===== src/rtl/alu_arbiter_pkg.sv =====
// Shared ALU op encodings, op legality check and arbiter state type.
package pa_riscv;

   localparam logic [3:0] ADD = 4'b0000;
   localparam logic [3:0] SUB = 4'b1000;
   localparam logic [3:0] AND = 4'b0111;
   localparam logic [3:0] OR  = 4'b0110;
   localparam logic [3:0] XOR = 4'b0100;

   typedef enum logic {
      ALU_ARB_IDLE = 1'b0,
      ALU_ARB_HOLD = 1'b1
   } alu_arb_state_e;

   function automatic logic isLegalAluOp(input logic [3:0] op);
      case (op)
         ADD, SUB, AND, OR, XOR: return 1'b1;
         default:                return 1'b0;
      endcase
   endfunction

endpackage


===== src/rtl/alu_arbiter_if.sv =====
// Request/response bundle between NUM_REQ requesters and the shared-ALU arbiter.
interface alu_arbiter_if #(
   parameter int unsigned NUM_REQ = 2
);
   logic [NUM_REQ-1:0]       i_reqValid;
   logic [NUM_REQ-1:0]       o_reqReady;
   logic [NUM_REQ-1:0][31:0] i_reqA;
   logic [NUM_REQ-1:0][31:0] i_reqB;
   logic [NUM_REQ-1:0][3:0]  i_reqOp;
   logic [NUM_REQ-1:0]       o_rspValid;
   logic [NUM_REQ-1:0]       i_rspReady;
   logic [31:0]              o_rspResult;
   logic                     o_rspZero;
   logic                     o_rspIllegal;

   modport master (
      output i_reqValid, i_reqA, i_reqB, i_reqOp, i_rspReady,
      input  o_reqReady, o_rspValid, o_rspResult, o_rspZero, o_rspIllegal
   );

   modport slave (
      input  i_reqValid, i_reqA, i_reqB, i_reqOp, i_rspReady,
      output o_reqReady, o_rspValid, o_rspResult, o_rspZero, o_rspIllegal
   );
endinterface


===== src/rtl/alu_arbiter_alu.sv =====
// Combinational 32-bit ALU; unknown op codes produce result 0 (zero flag set).
module alu
   import pa_riscv::*;
(
   input  logic [31:0] i_a,
   input  logic [31:0] i_b,
   input  logic [3:0]  i_op,
   output logic [31:0] o_result,
   output logic        o_zeroFlag
);

   always_comb begin
      o_result = '0;
      case (i_op)
         ADD:     o_result = i_a + i_b;
         SUB:     o_result = i_a + ~i_b + 32'd1;
         AND:     o_result = i_a & i_b;
         OR:      o_result = i_a | i_b;
         XOR:     o_result = i_a ^ i_b;
         default: o_result = '0;
      endcase
      o_zeroFlag = (o_result == '0);
   end

endmodule


===== src/rtl/alu_arbiter.sv =====
// Shares one alu between NUM_REQ requesters, holding one registered response at a time.
// Define ALU_ARB_ROUND_ROBIN_EN for round-robin grants; fixed lowest-index priority otherwise.
module alu_arbiter
   import pa_riscv::*;
#(
   parameter int unsigned NUM_REQ = 2
) (
   input logic          i_clk,
   input logic          i_rst_n,
   alu_arbiter_if.slave bus
);

   localparam int unsigned IDX_W = (NUM_REQ > 1) ? $clog2(NUM_REQ) : 1;

   alu_arb_state_e   state_q, state_d;
   logic [IDX_W-1:0] owner_q, owner_d;
   logic [31:0]      result_q, result_d;
   logic             zero_q, zero_d;
   logic             illegal_q, illegal_d;

   logic [IDX_W-1:0]   grant_idx;
   logic [NUM_REQ-1:0] grant;
   logic               any_valid;
   logic               found;
   logic               release_rsp;
   logic               can_accept;
   logic               accept;
   logic [31:0]        alu_result;
   logic               alu_zero;

`ifdef ALU_ARB_ROUND_ROBIN_EN
   logic [IDX_W-1:0] ptr_q, ptr_d;
   int unsigned      idx;

   // Search starts at the pointer and wraps past NUM_REQ-1 back to 0.
   always_comb begin
      grant_idx = '0;
      found     = 1'b0;
      idx       = 0;
      for (int unsigned k = 0; k < NUM_REQ; k++) begin
         idx = (int'(ptr_q) + k) % NUM_REQ;
         if (!found && bus.i_reqValid[IDX_W'(idx)]) begin
            found     = 1'b1;
            grant_idx = IDX_W'(idx);
         end
      end
   end
`else
   always_comb begin
      grant_idx = '0;
      found     = 1'b0;
      for (int unsigned k = 0; k < NUM_REQ; k++) begin
         if (!found && bus.i_reqValid[IDX_W'(k)]) begin
            found     = 1'b1;
            grant_idx = IDX_W'(k);
         end
      end
   end
`endif

   assign any_valid   = |bus.i_reqValid;
   assign grant       = any_valid ? (NUM_REQ'(1) << grant_idx) : '0;
   assign release_rsp = (state_q == ALU_ARB_HOLD) && bus.i_rspReady[owner_q];
   assign can_accept  = i_rst_n && ((state_q == ALU_ARB_IDLE) || release_rsp);
   assign accept      = can_accept && any_valid;

   assign bus.o_reqReady = can_accept ? grant : '0;

   alu u_alu (
      .i_a        (bus.i_reqA[grant_idx]),
      .i_b        (bus.i_reqB[grant_idx]),
      .i_op       (bus.i_reqOp[grant_idx]),
      .o_result   (alu_result),
      .o_zeroFlag (alu_zero)
   );

   always_comb begin
      state_d   = state_q;
      owner_d   = owner_q;
      result_d  = result_q;
      zero_d    = zero_q;
      illegal_d = illegal_q;
`ifdef ALU_ARB_ROUND_ROBIN_EN
      ptr_d     = ptr_q;
`endif
      // A release and a new accept in the same cycle simply replace the held response.
      if (accept) begin
         state_d   = ALU_ARB_HOLD;
         owner_d   = grant_idx;
         result_d  = alu_result;
         zero_d    = alu_zero;
         illegal_d = !isLegalAluOp(bus.i_reqOp[grant_idx]);
`ifdef ALU_ARB_ROUND_ROBIN_EN
         ptr_d     = (grant_idx == IDX_W'(NUM_REQ - 1)) ? '0 : grant_idx + 1'b1;
`endif
      end else if (release_rsp) begin
         state_d = ALU_ARB_IDLE;
      end
   end

   always_ff @(posedge i_clk) begin
      if (!i_rst_n) begin
         state_q   <= ALU_ARB_IDLE;
         owner_q   <= '0;
         result_q  <= '0;
         zero_q    <= 1'b0;
         illegal_q <= 1'b0;
`ifdef ALU_ARB_ROUND_ROBIN_EN
         ptr_q     <= '0;
`endif
      end else begin
         state_q   <= state_d;
         owner_q   <= owner_d;
         result_q  <= result_d;
         zero_q    <= zero_d;
         illegal_q <= illegal_d;
`ifdef ALU_ARB_ROUND_ROBIN_EN
         ptr_q     <= ptr_d;
`endif
      end
   end

   assign bus.o_rspValid   = (state_q == ALU_ARB_HOLD) ? (NUM_REQ'(1) << owner_q) : '0;
   assign bus.o_rspResult  = result_q;
   assign bus.o_rspZero    = zero_q;
   assign bus.o_rspIllegal = illegal_q;

endmodule


===== src/flat_wrapper.sv =====
// flat-port wrapper written by rule: the top's interface ports become plain ports
module alu_arbiter_flat import pa_riscv::*;
#(
   parameter int unsigned NUM_REQ = 2
)
  (i_clk, i_rst_n, bus_i_reqValid, bus_i_reqA, bus_i_reqB, bus_i_reqOp, bus_i_rspReady, bus_o_reqReady, bus_o_rspValid, bus_o_rspResult, bus_o_rspZero, bus_o_rspIllegal);
  alu_arbiter_if #(.NUM_REQ(NUM_REQ)) bus_i ();
  input logic i_clk;
  input logic i_rst_n;
  input wire logic [$bits(bus_i.i_reqValid)-1:0] bus_i_reqValid;
  input wire logic [$bits(bus_i.i_reqA)-1:0] bus_i_reqA;
  input wire logic [$bits(bus_i.i_reqB)-1:0] bus_i_reqB;
  input wire logic [$bits(bus_i.i_reqOp)-1:0] bus_i_reqOp;
  input wire logic [$bits(bus_i.i_rspReady)-1:0] bus_i_rspReady;
  output wire logic [$bits(bus_i.o_reqReady)-1:0] bus_o_reqReady;
  output wire logic [$bits(bus_i.o_rspValid)-1:0] bus_o_rspValid;
  output wire logic [$bits(bus_i.o_rspResult)-1:0] bus_o_rspResult;
  output wire logic [$bits(bus_i.o_rspZero)-1:0] bus_o_rspZero;
  output wire logic [$bits(bus_i.o_rspIllegal)-1:0] bus_o_rspIllegal;
  assign bus_i.i_reqValid = bus_i_reqValid;
  assign bus_i.i_reqA = bus_i_reqA;
  assign bus_i.i_reqB = bus_i_reqB;
  assign bus_i.i_reqOp = bus_i_reqOp;
  assign bus_i.i_rspReady = bus_i_rspReady;
  assign bus_o_reqReady = bus_i.o_reqReady;
  assign bus_o_rspValid = bus_i.o_rspValid;
  assign bus_o_rspResult = bus_i.o_rspResult;
  assign bus_o_rspZero = bus_i.o_rspZero;
  assign bus_o_rspIllegal = bus_i.o_rspIllegal;
  alu_arbiter #(.NUM_REQ(NUM_REQ)) u_core (.i_clk(i_clk), .i_rst_n(i_rst_n), .bus(bus_i));
endmodule

===== config.mk =====
export PLATFORM = sky130hd
export DESIGN_NAME = alu_arbiter_flat
export DESIGN_NICKNAME = d
export VERILOG_FILES = /design/src/rtl/alu_arbiter_pkg.sv /design/src/rtl/alu_arbiter_if.sv /design/src/rtl/alu_arbiter_alu.sv /design/src/rtl/alu_arbiter.sv /design/src/flat_wrapper.sv
export SDC_FILE = /design/constraint.sdc
export NUM_CORES = 1
export LEC_CHECK = 0
export ABC_AREA = 1
export CAP_MARGIN = 15
export CORE_AREA = 8 8 139 141
export CTS_CLUSTER_SIZE = 25
export DETAILED_ROUTE_END_ITERATION = 12
export DIE_AREA = 0 0 147 149
export GPL_TIMING_DRIVEN = 0
export PLACE_DENSITY_LB_ADDON = 0.25
export SETUP_SLACK_MARGIN = 0.15
export SLEW_MARGIN = 25
export SYNTH_ARGS = -nofsm -noshare
export SYNTH_HDL_FRONTEND = slang
export SYNTH_HIERARCHICAL = 1
export SYNTH_SLANG_ARGS = --single-unit
export TNS_END_PERCENT = 50

===== constraint.sdc =====
create_clock -name i_clk -period 4 [get_ports i_clk]
set_input_delay 0.4 -clock i_clk [delete_from_list [all_inputs] [get_ports i_clk]]
set_output_delay 0.4 -clock i_clk [all_outputs]
set_load 0.03 [all_outputs]

### Word level (Yosys, flattened, before mapping)

Cells that the tools add are included.

| storage, ports and cells | value |
|---|---|
| register bits | 36 |
| memories | 0 |
| bits in read-only memories | 0 |
| latch bits | 0 |
| output and inout bits | 38 |
| RAM bits | 0 |

| cells by class | value |
|---|---|
| divide/modulo/power cells | 0 |
| $lt $le $gt $ge | 2 |
| eq/ne operators | 4 |
| muxes and demuxes | 18 |
| add/subtract/negate cells | 3 |
| multiply operators | 0 |
| reduce and logical (&&, ||, !) cells | 12 |
| bitwise logic cells | 5 |
| shift-type cells | 2 |

Operator list:

| operator | count |
|---|---|
| one-hot mux 32 bit (5 select lines) | 1 |
| 2-to-1 mux 32 bit | 4 |
| adder 32 bit | 2 |
| adder 32 x 1 -> 32 bit, second input constant | 1 |
| bitwise AND 32 bit | 1 |
| zero test 32 bit | 1 |
| NOT 32 bit | 1 |
| bitwise OR 32 bit | 1 |
| XOR 32 bit | 1 |
| == test 4 x 3 -> 1 bit, second input constant | 3 |
| 2-to-1 mux 1 bit | 8 |
| 2-to-1 mux 4 bit | 2 |
| 2-to-1 mux 2 bit | 3 |
| OR reduction 5 bit | 1 |
| == test 4 bit, second input constant | 1 |
| logical AND 1 bit | 4 |
| zero test 4 bit | 1 |
| less-than comparator 1 x 2 -> 1 bit, second input constant | 2 |
| left shift 1 x 1 -> 2 bit, first input constant | 2 |
| zero test 1 bit | 2 |
| nonzero test 2 bit | 1 |
| OR reduction 2 bit | 1 |
| logical OR 1 bit | 1 |
| NOT 1 bit | 1 |

### Depth between registers and ports, before layout

| depth | value |
|---|---|
| depth in word-level cells | 11 |
| depth in mapped cells | 27 |

### Cells and area by module

Netlist, hierarchy kept.

By module, submodules not included:

| module | seq. area each (um2) | area an instance (um2) | instances | cells each |
|---|---|---|---|---|
| alu | 0.0 | 6927.9 | 1 | 1358 |
| alu_arbiter | 720.7 | 2269.7 | 1 | 268 |

### Worst setup path before layout

No wires, ideal clock.

| path | value |
|---|---|
| path type | input to register |
| start point | input port bus_i_reqValid[1] |
| end point | register u_core.zero_q, in the netlist u_core/bus.o_rspZero |
| slack | 779 ps |
| setup time | 70 ps |
| arrival time | 3150 ps |
| stages on the path | 23 |
| buffers on the path | 2 |
| cells stage by stage | buf_4 -> nand2_2 -> buf_2 -> mux2_2 -> ha_1 -> fa_1 -> nand3_1 -> nand3_2 -> nand2_1 -> nand2_1 -> nand2_1 -> nand2_2 -> nand2_2 -> nand3_1 -> nand3_2 -> nand3_2 -> nor2_1 -> nand2_1 -> nor2_1 -> nand2_1 -> nor2_2 -> nand2_1 -> a21oi_1 |

| between the ends | value |
|---|---|
| cells in the longest elaborated chain, start to end | 9 |
| elaborated cells between the ends (all ways) | 24 |
| classes of those cells | add/sub (3); eq/ne (4); mux (8); bitwise (4); reduce/logical (5) |

RTL lines:

| element | RTL line | RTL |
|---|---|---|
| from (decl) | flat_wrapper.sv:10 | `input wire logic [$bits(bus_i.i_reqValid)-1:0] bus_i_reqValid;` |
| logical AND 1 bit (*) | alu_arbiter.sv:53 | `if (!found && bus.i_reqValid[IDX_W'(k)]) begin` |
| 2-to-1 mux 1 bit (*) | alu_arbiter.sv:53 |  |
| 2-to-1 mux 32 bit (not written as such) (2 in series) | alu_arbiter.sv:71 | `.i_b (bus.i_reqB[grant_idx]),` |
| NOT 32 bit | alu_arbiter_alu.sv:16 | `SUB: o_result = i_a + ~i_b + 32'd1;` |
| adder 32 bit | alu_arbiter_alu.sv:16 |  |
| adder 32 x 1 -> 32 bit | alu_arbiter_alu.sv:16 |  |
| one-hot mux 32 bit (5 select lines) (*) | alu_arbiter_alu.sv:14 | `case (i_op)` |
| net u_core.alu_result[30] | alu_arbiter.sv:28 | `logic [31:0] alu_result;` |
| zero test 32 bit (*) | alu_arbiter_alu.sv:22 | `o_zeroFlag = (o_result == '0);` |
| net u_core.alu_zero | alu_arbiter.sv:29 | `logic alu_zero;` |
| to (signal assigned) | alu_arbiter.sv:115 | `zero_q <= zero_d;` |
| to (decl) | alu_arbiter.sv:18 | `logic zero_q, zero_d;` |

The timed path passes the listed nets; every way through them passes the cells marked *. The select of a mux whose other input is x is not followed.
A chain may end at the register's enable or synchronous reset.

### Final worst setup path

| path | value |
|---|---|
| start point | input port bus_i_reqValid[0] |
| end point | register u_core.zero_q, in the netlist u_core/bus.o_rspZero |

| between the ends | value |
|---|---|
| cells in the longest elaborated chain, start to end | 11 |
| elaborated cells between the ends (all ways) | 26 |
| classes of those cells | add/sub (3); eq/ne (4); mux (9); bitwise (4); reduce/logical (6) |

RTL lines:

| element | RTL line |
|---|---|
| 2-to-1 mux 1 bit (*) | alu_arbiter.sv:53 |
| zero test 1 bit (*) | alu_arbiter.sv:53 |
| logical AND 1 bit (*) | alu_arbiter.sv:53 |
| 2-to-1 mux 1 bit (*) | alu_arbiter.sv:53 |
| 2-to-1 mux 32 bit (not written as such) (2 in series) | alu_arbiter.sv:71 |
| NOT 32 bit | alu_arbiter_alu.sv:16 |
| adder 32 bit | alu_arbiter_alu.sv:16 |
| adder 32 x 1 -> 32 bit | alu_arbiter_alu.sv:16 |
| one-hot mux 32 bit (5 select lines) (*) | alu_arbiter_alu.sv:14 |
| net u_core.alu_result[30] | alu_arbiter.sv:28 |
| zero test 32 bit (*) | alu_arbiter_alu.sv:22 |
| net u_core.alu_zero | alu_arbiter.sv:29 |

Marks and branches as above.

==> results.cfg <==
[worst_setup_path]
rr_startpoint = u_core/owner_q$_SDFFE_PN0P_
timing.rr.end = u_core/bus.o_rspResult[23]$_SDFFE_PN0P_
required_ns = 4.21
rr_worst_depth = 7
crit_type = in2reg
crit_start = bus_i_reqValid[0]
cp.arrival_ns = 3.69
critPathLaunchType = primary input
regToRegSetupSlack_ns = 2.63
crit_path_end_kind = register
cp_max_fo = 10
crit_path_end = u_core/bus.o_rspZero$_SDFFE_PN0P_

[sta]
max_freq_ghz = 0.287
finClkSkew_ns = 0.00421
rsz0062_at_grt = no
setup_viol = 0
hold_violations = 0
hold_ws_ns = 0.466
relSlewSlack = 0.431
postLayoutSetupSlackWorst_ns = 0.521
tightest_slew_ns = 0.853
finalCriticalPeriod_ns = 3.48
fin_setup_tns_ns = 0
drv_slew = 0
post-route-period-util = 0.870

[synth]
ys_types = 42
synth-seq-area-share = 0.0784
ys_ff_latch = 36
yosys_warnings = 6
synth_nets = 1873
synth_area_um2 = 9200
syn_avg_cell_area_um2 = 5.66
synthCells = 1626

[route]
drtIter0Drc = 1079
remaining_drc_errors = 0
vias = 11000
ant_nets = 0
routedWlPerCell_um = 17.5
routed_wl_mm = 35.7
via_per_inst = 5.37
first_pass_iters = 6

[layout]
nets = 2062
drive_gt1_frac = 0.138
mostFrequentLayoutCell = nand2_1
fillCellCount = 1542
mostFrequentLayoutCells = 505 x nand2_1, 332 x inv_1, 177 x clkdlybuf4s50_1, 112 x nor2_1
area_delta_synth_final_pct = 26.0
final_cells = 2041
antennaDiodeCount = 0
fin_util = 0.679
fin_area_um2 = 11600

[min_path]
hold_path_class = reg2reg
min_path_cells = 2

[floorplanning]
die_h_um = 149
start_util = 0.539
die_area_um2 = 21900
ios = 180
die_w_um = 147
core_um2 = 17100
rows = 48

[clock_tree]
cts_tree = yes
cts_max_path_buffers = 2
cts-root-buf = clkbuf_16
h-tree-depth = 2
cts_num_sinks = 36
cts_hold_buf = 0
clk_latency_ns = 0.28
cts_buffers = 5
path_clk_slew_ns = 0.06

[place]
gp_congestion = 0.973
dp_slack_ns = -0.867
place_area_um2 = 11300
post-place-cells = 2029
dp_hpwl_mm = 29.6
portBuffers = 178

[global_routing]
grt_pass1_vias = 10900
grt_max_degree = 13
overflow = 0
grt_pass1_wl_mm = 56.0
grt_use_total = 0.317
antenna_found_initial = 0

[power_and_ir_drop]
clkPwrFrac = 0.145
p_comb_frac = 0.706
power_frac_seq = 0.149
p_switching_mw = 1.32
ir_worst_vdd_mv = 0.284
p_per_area_nw_per_um2 = 224
p_total_mw = 2.59
power_leakage_nw = 6.30
swShare = 0.511
intPower_mw = 1.27

[run]
drv_cap = 0

[outcome]
outcome = completed
[cell families after synthesis]
| logic type | after synthesis | synth area share |
|---|---|---|
| and+or+nand+nor | 848 | 0.408 |
| buffers and inverters | 402 | 0.182 |
| AOI/OAI and AO/OA | 168 | 0.107 |
| adders and majority gates | 105 | 0.144 |
| muxes | 64 | 0.0784 |
| DFF | 36 | 0.0784 |
| xor gates and xnor gates | 3 | 0.00286 |
[cells in the mapped netlist (all sizes together)]
cell	number	share of area
o211ai	6	0.0049
ha	103	0.14
inv	346	0.14
nor2	135	0.062
nand2	539	0.23
clkbuf	7	0.0030
a21oi	98	0.058
and3	3	0.0020
o21bai	5	0.0041
xor2	3	0.0029
clkinv	2	0.00082
o22ai	21	0.014
nand3b	4	0.0033
a21o	1	0.00082
nor3	14	0.010
o2111ai	1	0.00095
nand3	131	0.085
mux2	64	0.078
nand4	15	0.010
a221oi	10	0.0095
fa	2	0.0044
buf	47	0.036
o21ai	26	0.014
and2	4	0.0027
or2	1	0.00068
nor4	2	0.0030
dfxtp	36	0.078
[area by class of cell]
| class | count | area [µm²] | share of cell area |
|---|---|---|---|
| buffer | 54 | 398 | 0.0343 |
| clock buffer | 5 | 125 | 0.0108 |
| clock inverter | 3 | 18.8 | 0.00162 |
| inverter | 348 | 1310 | 0.113 |
| multi-input combinational | 1188 | 6920 | 0.598 |
| sequential | 36 | 721 | 0.0622 |
| tap | 225 | 282 | 0.0243 |
| timing repair buffer | 182 | 1810 | 0.156 |
[worst min path at each step]
stage / slack [ns] / from / to
floorplan: 0.52 / u_core/state_q$_SDFFE_PN0P_ / u_core/state_q$_SDFFE_PN0P_
global placement: 0.45 / u_core/bus.o_rspResult[13]$_SDFFE_PN0P_ / u_core/bus.o_rspResult[13]$_SDFFE_PN0P_
detailed placement: 0.45 / u_core/bus.o_rspResult[15]$_SDFFE_PN0P_ / u_core/bus.o_rspResult[15]$_SDFFE_PN0P_
CTS: 0.46 / u_core/bus.o_rspResult[15]$_SDFFE_PN0P_ / u_core/bus.o_rspResult[15]$_SDFFE_PN0P_
global route: 0.49 / u_core/bus.o_rspResult[22]$_SDFFE_PN0P_ / u_core/bus.o_rspResult[22]$_SDFFE_PN0P_
finish: 0.47 / u_core/bus.o_rspResult[15]$_SDFFE_PN0P_ / u_core/bus.o_rspResult[15]$_SDFFE_PN0P_
[repair_timing]
item / in CTS / in global routing
pin swaps: 4 / 4
resized for setup: 31 / 12
setup buffers: 4 / 0
endpoints found under the setup margin: 14 / 1
cloned: 0 / 0
[critical path, stage by stage]
cell	delay, ns
clkbuf_2	0.13
inv_4	0.07
nand2_8	0.14
buf_12	0.16
mux2_2	0.40
ha_4	0.21
fa_2	0.39
nand3_1	0.14
nand3_4	0.14
nand2_1	0.09
nand2_1	0.11
nand2_1	0.13
nand2_2	0.12
nand2_2	0.12
nand3_1	0.08
nand3_2	0.09
nand3_2	0.13
nor2_1	0.12
nand2_1	0.08
nor2_1	0.10
nand2_1	0.07
nor2_2	0.07
nand2_1	0.05
a21oi_1	0.10
[registers in the layout, summed over array words and instances, names as in the netlist]
| name | count |
|---|---|
| u_core/state_q | 1 |
| u_core/owner_q | 1 |
| u_core/bus.o_rspIllegal | 1 |
| u_core/bus.o_rspResult | 32 |
| u_core/bus.o_rspZero | 1 |
[metal layers]
metal | part of all wire | GRT usage | routed length [µm]
met4 | 0.037 | 0.117 | 1310
met2 | 0.46 | 0.539 | 16300
met3 | 0.099 | 0.0555 | 3530
met5 | 0 | 0 | 0
met1 | 0.41 | 0.395 | 14600
[power by group through the flow]
stage               logic (mW)  clock network [mW]  registers (mW)
detailed placement        1.73                   0           0.393
finish                    1.83               0.375           0.386
floorplan                 1.14                   0           0.424
global placement          1.70                   0           0.392
global route              2.00               0.390           0.388
CTS                       1.77               0.375           0.386
Note: power is estimated with default switching activity, not from simulation.
